### config.mk
export PLATFORM = sky130hd
export DESIGN_NAME = dsm2_dac
export DESIGN_NICKNAME = d
export VERILOG_FILES = /design/src/rtl/dsm_pkg.sv /design/src/rtl/dsm_sat_integrator.sv /design/src/rtl/dsm2_dac.sv
export SDC_FILE = /design/constraint.sdc
export NUM_CORES = 1
export LEC_CHECK = 0
export ABC_AREA = 1
export BUFFER_PORTS_ARGS = -buffer_cell sky130_fd_sc_hd__buf_2
export CAP_MARGIN = 20
export CORE_MARGIN = 1.5
export CORE_UTILIZATION = 50
export DETAILED_ROUTE_END_ITERATION = 10
export GPL_ROUTABILITY_DRIVEN = 0
export PLACE_DENSITY = 0.72
export SYNTH_ARGS = -nofsm -noshare
export SYNTH_HDL_FRONTEND = slang
export SYNTH_SLANG_ARGS = --single-unit
export TNS_END_PERCENT = 20
### constraint.sdc
create_clock -name clock_i -period 8.35 [get_ports clock_i]
set_input_delay 1.67 -clock clock_i [delete_from_list [all_inputs] [get_ports clock_i]]
set_output_delay 1.67 -clock clock_i [all_outputs]
set_load 0.02 [all_outputs]
### src/rtl/dsm_pkg.sv
// rtl/dsm_pkg.sv - shared widths, saturation limits and feedback magnitude for the delta-sigma DAC
package dsm_pkg;

  function automatic int dsm_width(input int nbits);
    return nbits + 4;
  endfunction

  // Integrators clamp to the full signed range of a W-bit register.
  function automatic longint sat_max(input int w);
    return (longint'(1) << (w - 1)) - 1;
  endfunction

  function automatic longint sat_min(input int w);
    return -(longint'(1) << (w - 1));
  endfunction

  function automatic longint fb_mag(input int nbits);
    return longint'(1) << (nbits - 1);
  endfunction

endpackage

### src/rtl/dsm_sat_integrator.sv
// rtl/dsm_sat_integrator.sv - W-bit accumulator that clamps instead of wrapping
module dsm_sat_integrator
  import dsm_pkg::*;
#(
  parameter int W = 20
) (
  input  logic                clock_i,
  input  logic                reset_i,
  input  logic signed [W+1:0] addend_i,
  output logic signed [W-1:0] acc_o,
  output logic signed [W-1:0] next_o
);

  localparam logic signed [W+1:0] LIM_HI = (W+2)'(sat_max(W));
  localparam logic signed [W+1:0] LIM_LO = (W+2)'(sat_min(W));

  logic signed [W-1:0] r_acc;
  logic signed [W+1:0] w_sum;
  logic signed [W-1:0] w_next;

  assign w_sum = {{2{r_acc[W-1]}}, r_acc} + addend_i;

  always_comb begin
    w_next = w_sum[W-1:0];
    if (w_sum > LIM_HI) begin
      w_next = LIM_HI[W-1:0];
    end else if (w_sum < LIM_LO) begin
      w_next = LIM_LO[W-1:0];
    end
  end

  always_ff @(posedge clock_i or negedge reset_i) begin
    if (!reset_i) begin
      r_acc <= '0;
    end else begin
      r_acc <= w_next;
    end
  end

  assign acc_o  = r_acc;
  assign next_o = w_next;

endmodule

### src/rtl/dsm2_dac.sv
// rtl/dsm2_dac.sv - second-order delta-sigma modulator, signed PCM in, 1-bit pulse density out
module dsm2_dac
  import dsm_pkg::*;
#(
  parameter int nbits = 16
) (
  input  logic                    clock_i,
  input  logic                    reset_i,
  input  logic signed [nbits-1:0] dac_i,
  output logic                    dac_o
);

  localparam int W = dsm_width(nbits);
  localparam logic signed [W+1:0] FB_POS = (W+2)'(fb_mag(nbits));
  localparam logic signed [W+1:0] FB_NEG = -FB_POS;

  logic                r_out;
  logic signed [W+1:0] w_x;
  logic signed [W+1:0] w_fb;
  logic signed [W+1:0] w_int1_ext;
  logic signed [W+1:0] w_add1;
  logic signed [W+1:0] w_add2;
  logic signed [W-1:0] w_int1;
  logic signed [W-1:0] w_int2_next;
  logic signed [W-1:0] w_int1_next_unused;
  logic signed [W-1:0] w_int2_acc_unused;

  assign w_x        = {{(W+2-nbits){dac_i[nbits-1]}}, dac_i};
  assign w_fb       = r_out ? FB_POS : FB_NEG;
  assign w_int1_ext = {{2{w_int1[W-1]}}, w_int1};
  assign w_add1     = w_x - w_fb;
  // Second stage integrates the registered int1, not this cycle's s1.
  assign w_add2     = w_int1_ext - w_fb;

  dsm_sat_integrator #(.W(W)) u_int1 (
    .clock_i  (clock_i),
    .reset_i  (reset_i),
    .addend_i (w_add1),
    .acc_o    (w_int1),
    .next_o   (w_int1_next_unused)
  );

  dsm_sat_integrator #(.W(W)) u_int2 (
    .clock_i  (clock_i),
    .reset_i  (reset_i),
    .addend_i (w_add2),
    .acc_o    (w_int2_acc_unused),
    .next_o   (w_int2_next)
  );

  always_ff @(posedge clock_i or negedge reset_i) begin
    if (!reset_i) begin
      r_out <= 1'b0;
    end else begin
      r_out <= ~w_int2_next[W-1];
    end
  end

  assign dac_o = r_out;

endmodule

Word-level counts from Yosys, hierarchy flattened --
Cells that the tools add are included.
Storage, ports and cells: flip-flop bits (word level) 41, input bits 18, output and inout bits 1, word-level logic and storage cells 17
Cells by class: $add $sub $neg 4, order comparisons 4, muxes and demuxes 5, bitwise gates (word level) 1
Operators with widths (number):
- $mux W20 | 4
- $add A22 B22 Y22 | 2
- $gt A22 B20 Y1 const B | 2
- $lt A22 B20 Y1 const B | 2
- $mux W22 | 1
- $sub A16 B22 Y22 | 1
- $sub A20 B22 Y22 | 1
- $not A1 Y1 | 1

Longest topological paths before layout --
word-level depth 7, mapped depth 19, depth with buffers taken out 18

By module --
From an unflattened synthesis, not the netlist that was laid out.
Unflattened totals: cells, all modules 701, area total of the unflattened synthesis 4849.7 µm²
Modules (own cells, without submodules):
- dsm_sat_integrator (u_int2) | instances 1, cells each 330, area each 2307.2 µm², sequential area each 500.5 µm²
- dsm_sat_integrator (u_int1) | instances 1, cells each 327, area each 2232.1 µm², sequential area each 500.5 µm²
- dsm2_dac | instances 1, cells each 44, area each 310.3 µm², sequential area each 25.0 µm²

Worst setup path after synthesis --
OpenSTA, ideal clock, no wires.
path kind input -> register, start point input port dac_i[15], end point register u_int1.r_acc[10], in the netlist u_int1.acc_o[10], library setup time 0.116 ns, data arrival time 3.601 ns, required time 8.234 ns, slack 4.633 ns, stages on the path 14, buffers on the path 1, cells stage by stage inv_1 fa_1 inv_1 ha_1 nand2_1 nand2_1 o21bai_1 a21oi_1 nand4_1 nand2_2 inv_2 nand2_4 buf_8 nand2_1
Between the ends: cells in the longest elaborated chain, start to end 5, elaborated cells on any way between the ends 6, classes of those cells 2 x add/sub; 2 x order compare; 2 x mux
RTL lines:
- start, declared | line dsm2_dac.sv:9 | input logic signed [nbits-1:0] dac_i,
- $sub A16 B22 Y22 (*) | line dsm2_dac.sv:31 | assign w_add1 = w_x - w_fb;
- $add A22 B22 Y22 (*) | line dsm_sat_integrator.sv:21 | assign w_sum = {{2{r_acc[W-1]}}, r_acc} + addend_i;
- $lt A22 B20 Y1 | line dsm_sat_integrator.sv:27 | end else if (w_sum < LIM_LO) begin
- $mux W20 | line dsm_sat_integrator.sv:27
- $mux W20 (*) | line dsm_sat_integrator.sv:25 | if (w_sum > LIM_HI) begin
- via u_int1.next_o[10] | line dsm_sat_integrator.sv:11 | output logic signed [W-1:0] next_o
- end signal, assigned | line dsm_sat_integrator.sv:36 | r_acc <= w_next;
- end, declared | line dsm_sat_integrator.sv:17 | logic signed [W-1:0] r_acc;
The timed path passes the listed nets; every way through them passes the cells marked *.

Worst setup path in the final report --
start point input port dac_i[15], end point register u_int1.r_acc[3], in the netlist u_int1.acc_o[3]
The elaborated chain is that of the path after synthesis.

==> results.cfg <==
[status]
outcome = finished, final reports clean

[synthesis]
synth_seq_cells = 41
synth_nets = 872
ys_seq_area_frac = 0.204
syn-cell-area_sq_um = 5040
ys_types = 29
synth_warnings = 0
netlist_instances = 774
syn_avg_cell_area_sq_um = 6.51

[grt]
grt_pass1_wl_um = 19400
grt_usage = 0.231
grt_pass1_vias = 4390
antenna_found_initial = 0
grt-ovfl-total = 0
grt_start_max_net_pins = 42

[clock_tree]
cts_buffer_depth = 2
ctsRootBufferMaster = clkbuf_8
cts.htree.levels = 2
cts.sinks = 41
cts_resized = 0
cts_tree = built
post_cts_buffers = 0
cts_hold_buf = 0
clkTransAtPathRegs_ns = 0.08
cts_made_buffers = 5
clkLatencyLatePin_ns = 0.30

[timing]
setup-tns-final_ns = 0
grt_setup_unrepaired = false
max_freq_ghz = 0.259
setup_viol = 0
finalCriticalPeriod_ns = 3.86
maxSlewViolCount = 0
slew_headroom = 0.401
fin_skew_ns = 0.00424
hold_viol = 0
tightest_slew_ns = 0.898
period_share = 0.462

[routing]
routed_wirelength_um = 11300
drtAntennaViolNets = 0
drt_iter0_markers = 236
first_pass_iters = 5
via_count = 4558
wl_per_cell_um = 12.1
detail_route.vias_per_cell = 4.91
drc_errors = 0

[critical_path]
ff2ff_setup_slack_ns = 5.18
crit_chain = buf_2, inv_1, fa_1, inv_1, ha_1, nand2_1, nor2_1, nand2_1, nor2_1, nand2_1, nand3_1, nand2_1, nand2_2, inv_2, nand2_4, nand2_1
reg2reg_from = dac_o
timing.critical_path.from = dac_i[15]
cp_slowest_cell = fa_1
required_ns = 8.54
crit_path_max_incr_delay_ns = 0.53
critical_path_class = input port to flip-flop
crit_fanout = 19
reg2reg_to = u_int2.acc_o[7]
r2r_cells = 13
cp-end-kind = flip-flop
worstPathArrival_ns = 4.05
crit_path_start_kind = input port
crit_top_cell = nand2_1

[floorplanning]
core_area_sq_um = 9770
dieArea_sq_um = 10700
io_pins = 19
rows = 36
fp.dieH_um = 103
initial_core_util = 0.516
die_w_um = 103

[job]
cap_viol_max_count = 0

[final_layout]
fin_nets = 893
drive_above_1_share = 0.0804
area_growth_syn_to_layout_pct = 6.33
antenna_cells = 0

[hold_path]
whs_endpoint = u_int2.acc_o[0]
min-delay-start = u_int2.acc_o[0]
min_path_cells = 3
min_path_type = flip-flop to flip-flop

[placed_design]
io_buffers = 18
dp_hpwl_um = 9410
worst max-delay path by stage:
stage	endpoint	slack (ns)	cells after the start
final	u_int1.acc_o[3]	4.49	16
after global placement	u_int1.acc_o[14]	4.35	14
after CTS	u_int1.acc_o[15]	4.56	16
after global routing	u_int1.acc_o[7]	4.35	16
after detailed placement	u_int1.acc_o[15]	4.24	16
after floorplan	u_int1.acc_o[10]	4.63	14
critical path, delay by kind of cell:
kind          cells  cell delay (ns)
simple gates     10             1.14
fa+ha+maj         2             0.88
buf+inv           4             0.35
kinds of logic after synthesis:
group | synth area share
and+or+nand+nor | 0.321
buffers and inverters | 0.155
adders and majority gates | 0.210
AOI/OAI and AO/OA | 0.0625
DFF | 0.204
xor gates and xnor gates | 0.0469
cell usage after synthesis:
| cell type | count | area share |
|---|---|---|
| nand2_4 | 5 | 0.011 |
| inv_2 | 5 | 0.0037 |
| a31oi_1 | 4 | 0.0050 |
| xor2_1 | 15 | 0.026 |
| a21oi_2 | 2 | 0.0035 |
| fa_1 | 8 | 0.032 |
| o21bai_1 | 7 | 0.010 |
| nand4_1 | 12 | 0.015 |
| nand3b_1 | 7 | 0.010 |
| buf_8 | 1 | 0.0030 |
| dfrtp_1 | 41 | 0.20 |
| nor2_2 | 8 | 0.0099 |
| nor2_1 | 38 | 0.028 |
| a21oi_1 | 32 | 0.032 |
| inv_4 | 1 | 0.0012 |
| nand2_2 | 16 | 0.020 |
| o21ai_0 | 7 | 0.0069 |
| nand2_1 | 246 | 0.18 |
| inv_1 | 189 | 0.14 |
| nor3_1 | 4 | 0.0040 |
| nand3b_4 | 1 | 0.0040 |
| and2_1 | 2 | 0.0025 |
| nand3_1 | 31 | 0.031 |
| ha_1 | 72 | 0.18 |
| a21o_1 | 2 | 0.0030 |
| xnor2_1 | 12 | 0.021 |
| buf_6 | 3 | 0.0067 |
| o21ai_1 | 2 | 0.0020 |
| nor2_4 | 1 | 0.0022 |
flip-flops by register name, indices dropped and copies added, names as in the netlist:
signal        cells
dac_o             1
u_int1.acc_o     20
u_int2.acc_o     20
cell type report:
type                            instances  area, sq um
Tap cell                              133          166
Sequential cell                        41         1030
Clock buffer                            6         72.6
Timing Repair Buffer                   18         90.1
Fill cell                             990         4410
Inverter                              195          734
Multi-Input combinational cell        534         3230
Clock inverter                          2         38.8
layout by cell type, fill, tap and decap left out, types with 8 or more instances in the layout:
cell type	instances
xor2_1	15
nand2_2	16
ha_1	72
buf_2	18
fa_1	8
nor2_1	38
nand3_1	31
xnor2_1	12
a21oi_1	32
dfrtp_1	41
nand2_1	246
nor2_2	8
inv_1	189
nand4_1	12
stage by stage:
stage	instance area, sq um	hold WS (ns)	setup WS [ns]	cells	util
2_1_floorplan	5040	0.529	4.63	774	-
3_3_place_gp	5250	0.537	4.35	921	0.537
3_5_place_dp	5250	0.544	4.24	921	0.537
4_1_cts	5360	0.565	4.56	929	0.548
5_1_grt	5360	0.622	4.35	929	0.548
6_report	5360	0.561	4.49	929	0.548
metal layers:
| layer | routed length, um | track usage | part of all wire |
|---|---|---|---|
| met5 | 0 | 0 | 0 |
| met4 | 223 | 0.0655 | 0.020 |
| met3 | 549 | 0.0289 | 0.049 |
| met2 | 5200 | 0.397 | 0.46 |
| met1 | 5280 | 0.307 | 0.47 |
Power is left out: the tool's default activity adds up to more than one toggle a clock period on the data nets, which glitch-free logic cannot reach.
